[src/rtl/imem_arb_pkg.sv]
// Shared types and field layout for the instruction-memory arbiter.
// Instruction word: operand [10:3], opcode [2:0].
package imem_arb_pkg;

  typedef enum logic [2:0] {
    S_IDLE,
    S_FETCH,
    S_RMW_RD,
    S_RMW_WR,
    S_LD_WR
  } state_t;

  // Encoding doubles as the bit index into the request vector.
  typedef enum logic [1:0] {
    REQ_LD = 2'd0,
    REQ_WB = 2'd1,
    REQ_FE = 2'd2
  } req_id_t;

  localparam int OPC_LSB  = 0;
  localparam int OPC_MSB  = 2;
  localparam int OPND_LSB = 3;
  localparam int OPND_MSB = 10;

  function automatic req_id_t rr_next(input req_id_t id);
    case (id)
      REQ_LD:  return REQ_WB;
      REQ_WB:  return REQ_FE;
      default: return REQ_LD;
    endcase
  endfunction

  function automatic req_id_t rr_prev(input req_id_t id);
    case (id)
      REQ_WB:  return REQ_LD;
      REQ_FE:  return REQ_WB;
      default: return REQ_FE;
    endcase
  endfunction

endpackage

[src/rtl/imem_arb_pick.sv]
// Requester selection. IMEM_ARB_RR_EN selects round-robin (loader, writeback,
// fetch); otherwise fixed priority loader > writeback > fetch.
module imem_arb_pick
  import imem_arb_pkg::*;
(
  input  logic [2:0] req_i,
  input  req_id_t    last_i,
  output req_id_t    gnt_id_o,
  output logic       gnt_vld_o
);

`ifdef IMEM_ARB_RR_EN
  always_comb begin
    req_id_t cand;
    logic    found;
    gnt_id_o  = REQ_LD;
    gnt_vld_o = 1'b0;
    found     = 1'b0;
    cand      = rr_next(last_i);
    for (int k = 0; k < 3; k++) begin
      if (!found && req_i[cand]) begin
        gnt_id_o  = cand;
        gnt_vld_o = 1'b1;
        found     = 1'b1;
      end
      cand = rr_next(cand);
    end
  end
`else
  logic unused_last;
  assign unused_last = ^last_i;

  always_comb begin
    gnt_id_o  = REQ_LD;
    gnt_vld_o = |req_i;
    if (req_i[REQ_LD])      gnt_id_o = REQ_LD;
    else if (req_i[REQ_WB]) gnt_id_o = REQ_WB;
    else if (req_i[REQ_FE]) gnt_id_o = REQ_FE;
  end
`endif

endmodule

[src/rtl/imem_arbiter.sv]
// Serialises fetch, operand writeback (read-modify-write) and loader writes
// onto a single synchronous-read instruction memory. Option: IMEM_ARB_RR_EN.
module imem_arbiter
  import imem_arb_pkg::*;
#(
  parameter int ADDR_W = 10,
  parameter int DATA_W = 11,
  parameter int OPND_W = 8
) (
  input  logic              clk,
  input  logic              rst,
  input  logic              f_req,
  input  logic [ADDR_W-1:0] f_addr,
  output logic              f_gnt,
  output logic              f_rvalid,
  output logic [DATA_W-1:0] f_rdata,
  input  logic              w_req,
  input  logic [ADDR_W-1:0] w_addr,
  input  logic [OPND_W-1:0] w_operand,
  output logic              w_gnt,
  output logic              w_done,
  input  logic              l_req,
  input  logic [ADDR_W-1:0] l_addr,
  input  logic [DATA_W-1:0] l_wdata,
  output logic              l_gnt,
  output logic              mem_en,
  output logic              mem_we,
  output logic [ADDR_W-1:0] mem_addr,
  output logic [DATA_W-1:0] mem_wdata,
  input  logic [DATA_W-1:0] mem_rdata
);

  state_t            state_q;
  req_id_t           prio_q;
  logic [ADDR_W-1:0] mem_addr_q;
  logic [DATA_W-1:0] ld_data_q;
  logic [DATA_W-1:0] rdata_hold_q;
  logic [OPND_W-1:0] opnd_q;
  logic              f_gnt_q, w_gnt_q, l_gnt_q;
  logic              f_rvalid_q, w_done_q;
  logic              mem_en_q, mem_we_q;

  logic [2:0]        req_vec;
  req_id_t           last_id;
  req_id_t           pick_id;
  logic              pick_vld;
  logic [DATA_W-1:0] rmw_word;

  assign req_vec = {f_req, w_req, l_req};
  assign last_id = rr_prev(prio_q);

  imem_arb_pick u_pick (
    .req_i     (req_vec),
    .last_i    (last_id),
    .gnt_id_o  (pick_id),
    .gnt_vld_o (pick_vld)
  );

  always_ff @(posedge clk) begin
    if (rst) begin
      state_q      <= S_IDLE;
      prio_q       <= REQ_LD;
      mem_addr_q   <= '0;
      ld_data_q    <= '0;
      rdata_hold_q <= '0;
      opnd_q       <= '0;
      f_gnt_q      <= 1'b0;
      w_gnt_q      <= 1'b0;
      l_gnt_q      <= 1'b0;
      f_rvalid_q   <= 1'b0;
      w_done_q     <= 1'b0;
      mem_en_q     <= 1'b0;
      mem_we_q     <= 1'b0;
    end else begin
      f_gnt_q    <= 1'b0;
      w_gnt_q    <= 1'b0;
      l_gnt_q    <= 1'b0;
      mem_en_q   <= 1'b0;
      mem_we_q   <= 1'b0;
      f_rvalid_q <= (state_q == S_FETCH);
      w_done_q   <= (state_q == S_RMW_WR);
      if (f_rvalid_q) rdata_hold_q <= mem_rdata;

      case (state_q)
        S_IDLE: begin
          if (pick_vld) begin
            prio_q   <= rr_next(pick_id);
            mem_en_q <= 1'b1;
            case (pick_id)
              REQ_LD: begin
                state_q    <= S_LD_WR;
                mem_addr_q <= l_addr;
                ld_data_q  <= l_wdata;
                l_gnt_q    <= 1'b1;
                mem_we_q   <= 1'b1;
              end
              REQ_WB: begin
                state_q    <= S_RMW_RD;
                mem_addr_q <= w_addr;
                opnd_q     <= w_operand;
                w_gnt_q    <= 1'b1;
              end
              default: begin
                state_q    <= S_FETCH;
                mem_addr_q <= f_addr;
                f_gnt_q    <= 1'b1;
              end
            endcase
          end
        end
        // Read half done; write back to the same address next cycle.
        S_RMW_RD: begin
          state_q  <= S_RMW_WR;
          mem_en_q <= 1'b1;
          mem_we_q <= 1'b1;
        end
        default: state_q <= S_IDLE;
      endcase
    end
  end

  // Opcode comes straight from the read issued in RMW_RD, so this merge
  // cannot be registered ahead of the write cycle.
  always_comb begin
    rmw_word                   = '0;
    rmw_word[OPND_MSB:OPND_LSB] = opnd_q;
    rmw_word[OPC_MSB:OPC_LSB]   = mem_rdata[OPC_MSB:OPC_LSB];
  end

  always_comb begin
    mem_wdata = '0;
    if (state_q == S_RMW_WR)     mem_wdata = rmw_word;
    else if (state_q == S_LD_WR) mem_wdata = ld_data_q;
  end

  assign f_rdata  = f_rvalid_q ? mem_rdata : rdata_hold_q;
  assign f_gnt    = f_gnt_q;
  assign f_rvalid = f_rvalid_q;
  assign w_gnt    = w_gnt_q;
  assign w_done   = w_done_q;
  assign l_gnt    = l_gnt_q;
  assign mem_en   = mem_en_q;
  assign mem_we   = mem_we_q;
  assign mem_addr = mem_addr_q;

endmodule

[config.mk]
export PLATFORM = sky130hd
export DESIGN_NAME = imem_arbiter
export DESIGN_NICKNAME = d
export VERILOG_FILES = /design/src/rtl/imem_arb_pkg.sv /design/src/rtl/imem_arb_pick.sv /design/src/rtl/imem_arbiter.sv
export SDC_FILE = /design/constraint.sdc
export NUM_CORES = 1
export LEC_CHECK = 0
export ABC_AREA = 0
export CAP_MARGIN = 20
export CELL_PAD_IN_SITES_DETAIL_PLACEMENT = 1
export CELL_PAD_IN_SITES_GLOBAL_PLACEMENT = 2
export CORE_UTILIZATION = 24
export DETAILED_ROUTE_END_ITERATION = 10
export PLACE_DENSITY = 0.94
export SETUP_SLACK_MARGIN = 0.1
export SLEW_MARGIN = 10
export SYNTH_ARGS = -nofsm -noshare
export SYNTH_HDL_FRONTEND = slang
export SYNTH_SLANG_ARGS = --single-unit
[constraint.sdc]
create_clock -name clk -period 3.3 [get_ports clk]
set_input_delay 0.33 -clock clk [delete_from_list [all_inputs] [get_ports clk]]
set_output_delay 0.33 -clock clk [all_outputs]
set_load 0.01 [all_outputs]
==> flow_summary.ini <==
[timing]
hold_viol = 0
slew-limit-headroom_pct = 47.6
fin_crit_sh_pct = 84.0
maxSlewViolCount = 0
finClkSkew_ns = 0.00559
setup_tns_ns = 0
fmax_ghz = 0.361
rsz0062_at_grt = false
min_period_ns = 2.77
setup_violations = 0
worstMarginPinSlew_ns = 0.783

[worst_setup_path]
crit_path_end_kind = output port
cp-start-kind = flip-flop
setup.worst_path.class = reg2out
crit_fanout = 11
crit_required_ns = 2.97
arrival_ns = 2.44

[power_and_ir_drop]
ir_worst_vdd_v = 0.000179
power.leakage_nw = 1.25
power_density_nw_per_um2 = 415

[clock_tree]
cts_hold_buf = 0
cts-root-buf = clkbuf_8
path_clk_slew_ns = 0.10
cts-htree-levels = 2
cts_tree = built
cts_buffer_depth = 2
postCtsSetupBuffers = 0
clock-sinks = 50
cts-resized-gates = 0
cts_buffers = 5
insertion_delay_ns = 0.30

[logic_synthesis]
syn-cell-area_um2 = 2240
synth-main-ff-cell = dfxtp_1
netlist_instances = 249
syn_area_per_cell_um2 = 8.99
synth.most_common_cell = dfxtp_1
synth.area.top_cells = dfxtp_1 (45%), nand2_1 (7.2%), a21oi_1 (6.7%)
synth_warnings = 0
synth_common_cells = dfxtp_1 (50), nand2_1 (43), a21oi_1 (30), nor2b_1 (13)
synth_top_area_share_pct = 44.7
yosysSeqAreaShare_pct = 44.7
yosysTopAreaCell = dfxtp_1
ys_seq_elements = 50
synth.distinct_cells = 32
synth-edff-count = 0
synth-async-reset-ratio_pct = 0
syn_nets = 314

[floorplanning]
dieArea_um2 = 9720
die_w_um = 98.6
die_h_um = 98.6
core_area_um2 = 8890
fp-row-count = 34
ios = 104
initial_core_util_pct = 25.2

[drt]
vias_per_cell = 4.84
drc = 0
drt_first_pass_iters = 4
wl_per_cell_um = 15.0
routed_wl_um = 6750
vias = 2172
drt.antenna.violating_nets = 0
dr.first_iter.drc_count = 64

[cells_and_area]
syn_to_final_growth_pct = 52.1
nFillCells = 1033
nets = 405
postLayoutCoreUtil_pct = 38.3
antenna_cells = 0
drive_gt1_share_pct = 8.50
multiInputGateArea_um2 = 1110
seq_area_um2 = 1000

[global_route]
grt_pass1_wl_um = 10500
grt_max_degree = 30
globalRouteTotalUtil_pct = 13.6
grt_pass1_vias = 2130
grt_antenna_before_repair = 0
grt_overflow = 0

[run]
maxCapViolCount = 0

[place]
io_buffers = 103
place_congestion = 0.698
hpwl_um = 4880

[status]
status = finished, final reports clean

[min_path]
hold_class = reg2reg
-- layout make-up --
type                    instances  area share, %
inverters                       1          0.110
repair buffers                106           30.8
flip-flops and latches         50           29.4
clock buffers                   5           2.02
well taps                     108           3.97
multi-input cells             176           32.5
clock inverters                 3           1.18
-- registers in the layout, indices dropped and copies added (netlist names) --
name / cells
state_q: 3
w_gnt: 1
w_done: 1
mem_we: 1
f_gnt: 1
f_rvalid: 1
l_gnt: 1
rdata_hold_q: 11
ld_data_q: 11
mem_en: 1
mem_addr: 10
opnd_q: 8
-- worst max-delay path, stage by stage (launching register included) --
cell and delay (ns):
dfxtp_1 0.61, nand2_1 0.13, nor2_1 0.62, a22o_1 0.24, clkdlybuf4s50_1 0.54
-- layout by cell type (no fill, tap or decap), types with 2 or more instances in the layout --
cell type        synthesis  layout
a21o_1                  10      10
a21oi_1                 30      30
a22o_1                  11      11
a311oi_1                10      10
buf_4                    0       3
clkbuf_8                 0       5
clkdlybuf4s50_1          0     102
clkinv_2                 0       2
dfxtp_1                 50      50
mux2_2                  11      11
nand2_1                 43      43
nand3_1                  8       8
nand3b_1                10      10
nor2_1                   4       4
nor2b_1                 13      13
nor3_1                   4       4
o21a_1                   2       2
o21ai_0                  8       8
-- through the flow --
step                power (mW)  setup slack, ns  hold slack (ns)  cell area, um^2  std cells
floorplan                0.836             1.78            0.437             2240        249
global placement         0.992            0.954            0.443             3300        441
detailed placement        1.00            0.845            0.450             3300        441
CTS                       1.44            0.493            0.464             3400        449
global route              1.48            0.371            0.480             3400        449
finish                    1.41            0.528            0.460             3400        449
-- path summary, 6_finish.rpt --
kind / startpoint / to / slack (ns) / cells after the start
worst max register to register: state_q[1] / mem_addr[1] / 1.68 / 3
worst max-delay path: state_q[1] / mem_wdata[7] / 0.53 / 4
worst min-delay path: ld_data_q[2] / ld_data_q[2] / 0.46 / 2
worst min register to register: ld_data_q[2] / ld_data_q[2] / 0.46 / 2
-- power by group --
part	internal (mW)	total [mW]	leakage, nW	switching (mW)
clock	0.224	0.433	0.0579	0.209
combinational	0.173	0.310	0.779	0.137
sequential	0.644	0.672	0.409	0.0280
total	1.04	1.41	1.25	0.374
-- per-layer routing --
metal | track usage [%] | vias to the layer above | part of all wire, %
met5 | 0 | - | 0
met3 | 3.55 | 6 | 6.1
met4 | 3.79 | 0 | 1.0
met1 | 16.0 | 1039 | 44
li1 | - | 1062 | -
met2 | 24.3 | 65 | 49
-- cell families after synthesis --
family | after synthesis | share of synthesized area (%)
flops | 50 | 44.7
mux | 11 | 5.53
simple gates | 91 | 21.6
buf+inv | 23 | 5.81
compound gates | 74 | 22.3
Power figures use the tool's default switching activity.
==> edit (config.mk and constraints unchanged) <==
Encoding of `state_t`: now one-hot (5 bits for 5 states).
--- a/src/rtl/imem_arb_pkg.sv
+++ b/src/rtl/imem_arb_pkg.sv
@@ -2,12 +2,12 @@
 // Instruction word: operand [10:3], opcode [2:0].
 package imem_arb_pkg;
 
-  typedef enum logic [2:0] {
-    S_IDLE,
-    S_FETCH,
-    S_RMW_RD,
-    S_RMW_WR,
-    S_LD_WR
+  typedef enum logic [4:0] {
+    S_IDLE   = 5'b00001,
+    S_FETCH  = 5'b00010,
+    S_RMW_RD = 5'b00100,
+    S_RMW_WR = 5'b01000,
+    S_LD_WR  = 5'b10000
   } state_t;
 
   // Encoding doubles as the bit index into the request vector.
Function: no difference found for any inputs over 10 cycles, from zero or initial values and one cycle with rst high; not proved beyond that.
==> edit against the unedited design <==
  * Total power shrank 0.52%
  * Combinational power increased by 5%
  * Register-to-register slack got worse by 0.49 ns
  * Design area increased by 4.7%
  * Core utilization down 0.27 points
  * Routed wire length increased by 9.2%
  * Critical path depth rose by 1
  * Setup slack gained 0.11 ns
  * Area after synthesis up 4.8%
  * Hold slack better by 0.022 ns
  * Sequential cell count increased by 2
  * Clock power down 12%
==> edit: results (changes against the unedited design) <==
Antenna cells -> 0 (unchanged)
Fraction of the yosys area taken by sequential cells -> 44.37% (-0.34 points)
Worst Setup Slack post-DPL -> 0.9594 ns (+0.1143 ns)
Worst-path cell with the longest stage delay -> clkdlybuf4s50_1
Distinct cell type count of the synthesized netlist -> 34 (+6.3%)
Source-to-sink clock delay at the later pin of the worst-skew pair -> 0.30 ns (about the same)
Placed cell areas -> 3471 um^2 (+5.3%)
Effective utilization at floorplan -> 25.03% (-0.14 points)
Routed length per placed instance -> 16.18 um (+7.6%)
Via count of the first global-routing pass -> 2351 (+10%)
Ys flop type -> dfxtp_1
Routability congestion estimate from global placement -> 0.7160 (+2.5%)
Maximum count of clock buffers along a single path -> 2 (unchanged)
Top cells by instance count after synthesis -> dfxtp_1 (52), nand2b_1 (26), nor2b_1 (23)
Post-synthesis xor/xnor area fraction -> 0% (unchanged)
DR vias -> 2191 (+0.87%)
Global-route wire length before repair -> 11700 um (+11%)
Number of H-tree levels -> 2 (unchanged)
Post-synthesis mux area share -> 8.693% (+3.2 points)
Number of search-and-repair iterations in the first detailed-routing pass -> 6 (+2)
Post-detailed-placement half-perimeter wirelength -> 5343 um (+9.6%)
Buffers inserted by post-CTS timing repair -> 0 (unchanged)
Total clock buffers created by CTS -> 5 (unchanged)
Synth async-reset ratio -> 0% (unchanged)
Fraction of the mapped netlist area in compound gates -> 19.47% (-2.8 points)
Worst-Margin Slew -> 0.9550 ns (+0.1720 ns)
Worst Clk Skew -> 0.003498 ns (-0.002088 ns)
Delay of the slowest cell on the worst path -> 0.55 ns (-0.07 ns)
Result of the run -> finished clean
Clock tree root driver cell -> clkbuf_8
Combinational family with the most area after synthesis -> simple AND/OR/NAND/NOR gates
Synthesized netlist net count -> 299 (-4.8%)
Gate family responsible for the most delay along the worst path -> buffers and inverters
Antenna violations before repair -> 0 (unchanged)
Arrival time of the worst setup path -> 2.33 ns (-0.11 ns)
Average footprint of a synthesized cell -> 10.03 um^2 (+12%)
Count of nets after finishing -> 391 (-3.5%)
Number of warnings issued by yosys -> 0 (unchanged)
Kind of path behind the tightest hold check -> flip-flop to flip-flop
Fraction of final layout cells with drive strength greater than 1 -> 9.174% (+0.67 points)
Cell total after placement -> 448 (+1.6%)
Max IR drop VDD -> 0.0001877 V (+4.7%)
Worst Path Max Fanout -> 9 (-2)
Leakage dissipation -> 1.309 nW (+5.0%)
Detailed router's first-iteration violation count -> 50 (-22%)
Total track usage -> 14.93% (+1.4 points)
Wire length after detailed routing -> 7376 um (+9.2%)
Pin count of the biggest net entering global routing -> 55 (+83%)
Largest cells by area after synthesis -> dfxtp_1 (44%), nand2b_1 (6.9%), nor2b_1 (6.1%), mux2_2 (5.3%), a221o_1 (4.3%)
-- edit: cell types whose count changed in the layout (fill, tap and decap cells not counted), sizes merged, moves of 8 or more --
cell / change
a21o: -10
a21oi: -20
a221o: +10
a311oi: -10
a32o: +10
mux2i: +8
nand2: -42
nand2b: +25
nand3b: -10
nand4: +11
nor2b: +10
o21ai: -8
o31ai: +11
-- edit: through the flow --
step | power (mW) | hold slack, ns | utilization, %
4_1_cts | 1.432 | 0.4844 | 38.02
5_1_grt | 1.484 | 0.5125 | 38.02
3_5_place_dp | 1.043 | 0.4711 | 37.04
2_1_floorplan | 0.8681 | 0.4484 | -
6_report | 1.407 | 0.4821 | 38.02
3_3_place_gp | 1.031 | 0.4591 | 37.04
-- edit: path summary, 6_finish.rpt --
check / start / to / slack [ns] / depth (start not counted)
worst max-delay path: state_q[2] / mem_wdata[0] / 0.64 / 5
worst min register to register: ld_data_q[5] / ld_data_q[5] / 0.48 / 2
worst min-delay path: ld_data_q[5] / ld_data_q[5] / 0.48 / 2
worst max register to register: state_q[4] / opnd_q[1] / 1.19 / 3
-- edit: power by group --
part	switching, mW	internal (mW)	total [mW]	leakage [nW]
Combinational	0.149	0.178	0.327	0.834
Sequential	0.0259	0.672	0.698	0.425
Clock	0.215	0.168	0.383	0.0510
Total	0.389	1.02	1.41	1.31
-- edit: final cells by class --
cell class	instances	area, um^2
Clock inverter	2	10.01
Fill cell	1098	5808
Multi-Input combinational cell	158	1205
Sequential cell	52	1041
Clock buffer	6	82.58
Tap cell	129	161.4
Inverter	2	7.507
Timing Repair Buffer	107	1056
-- edit: metal layers --
layer,global-route usage (%),share of wire [%]
met1,16.76,43
met4,4.013,1.0
met2,27.66,49
met5,0,0
met3,4.022,6.8
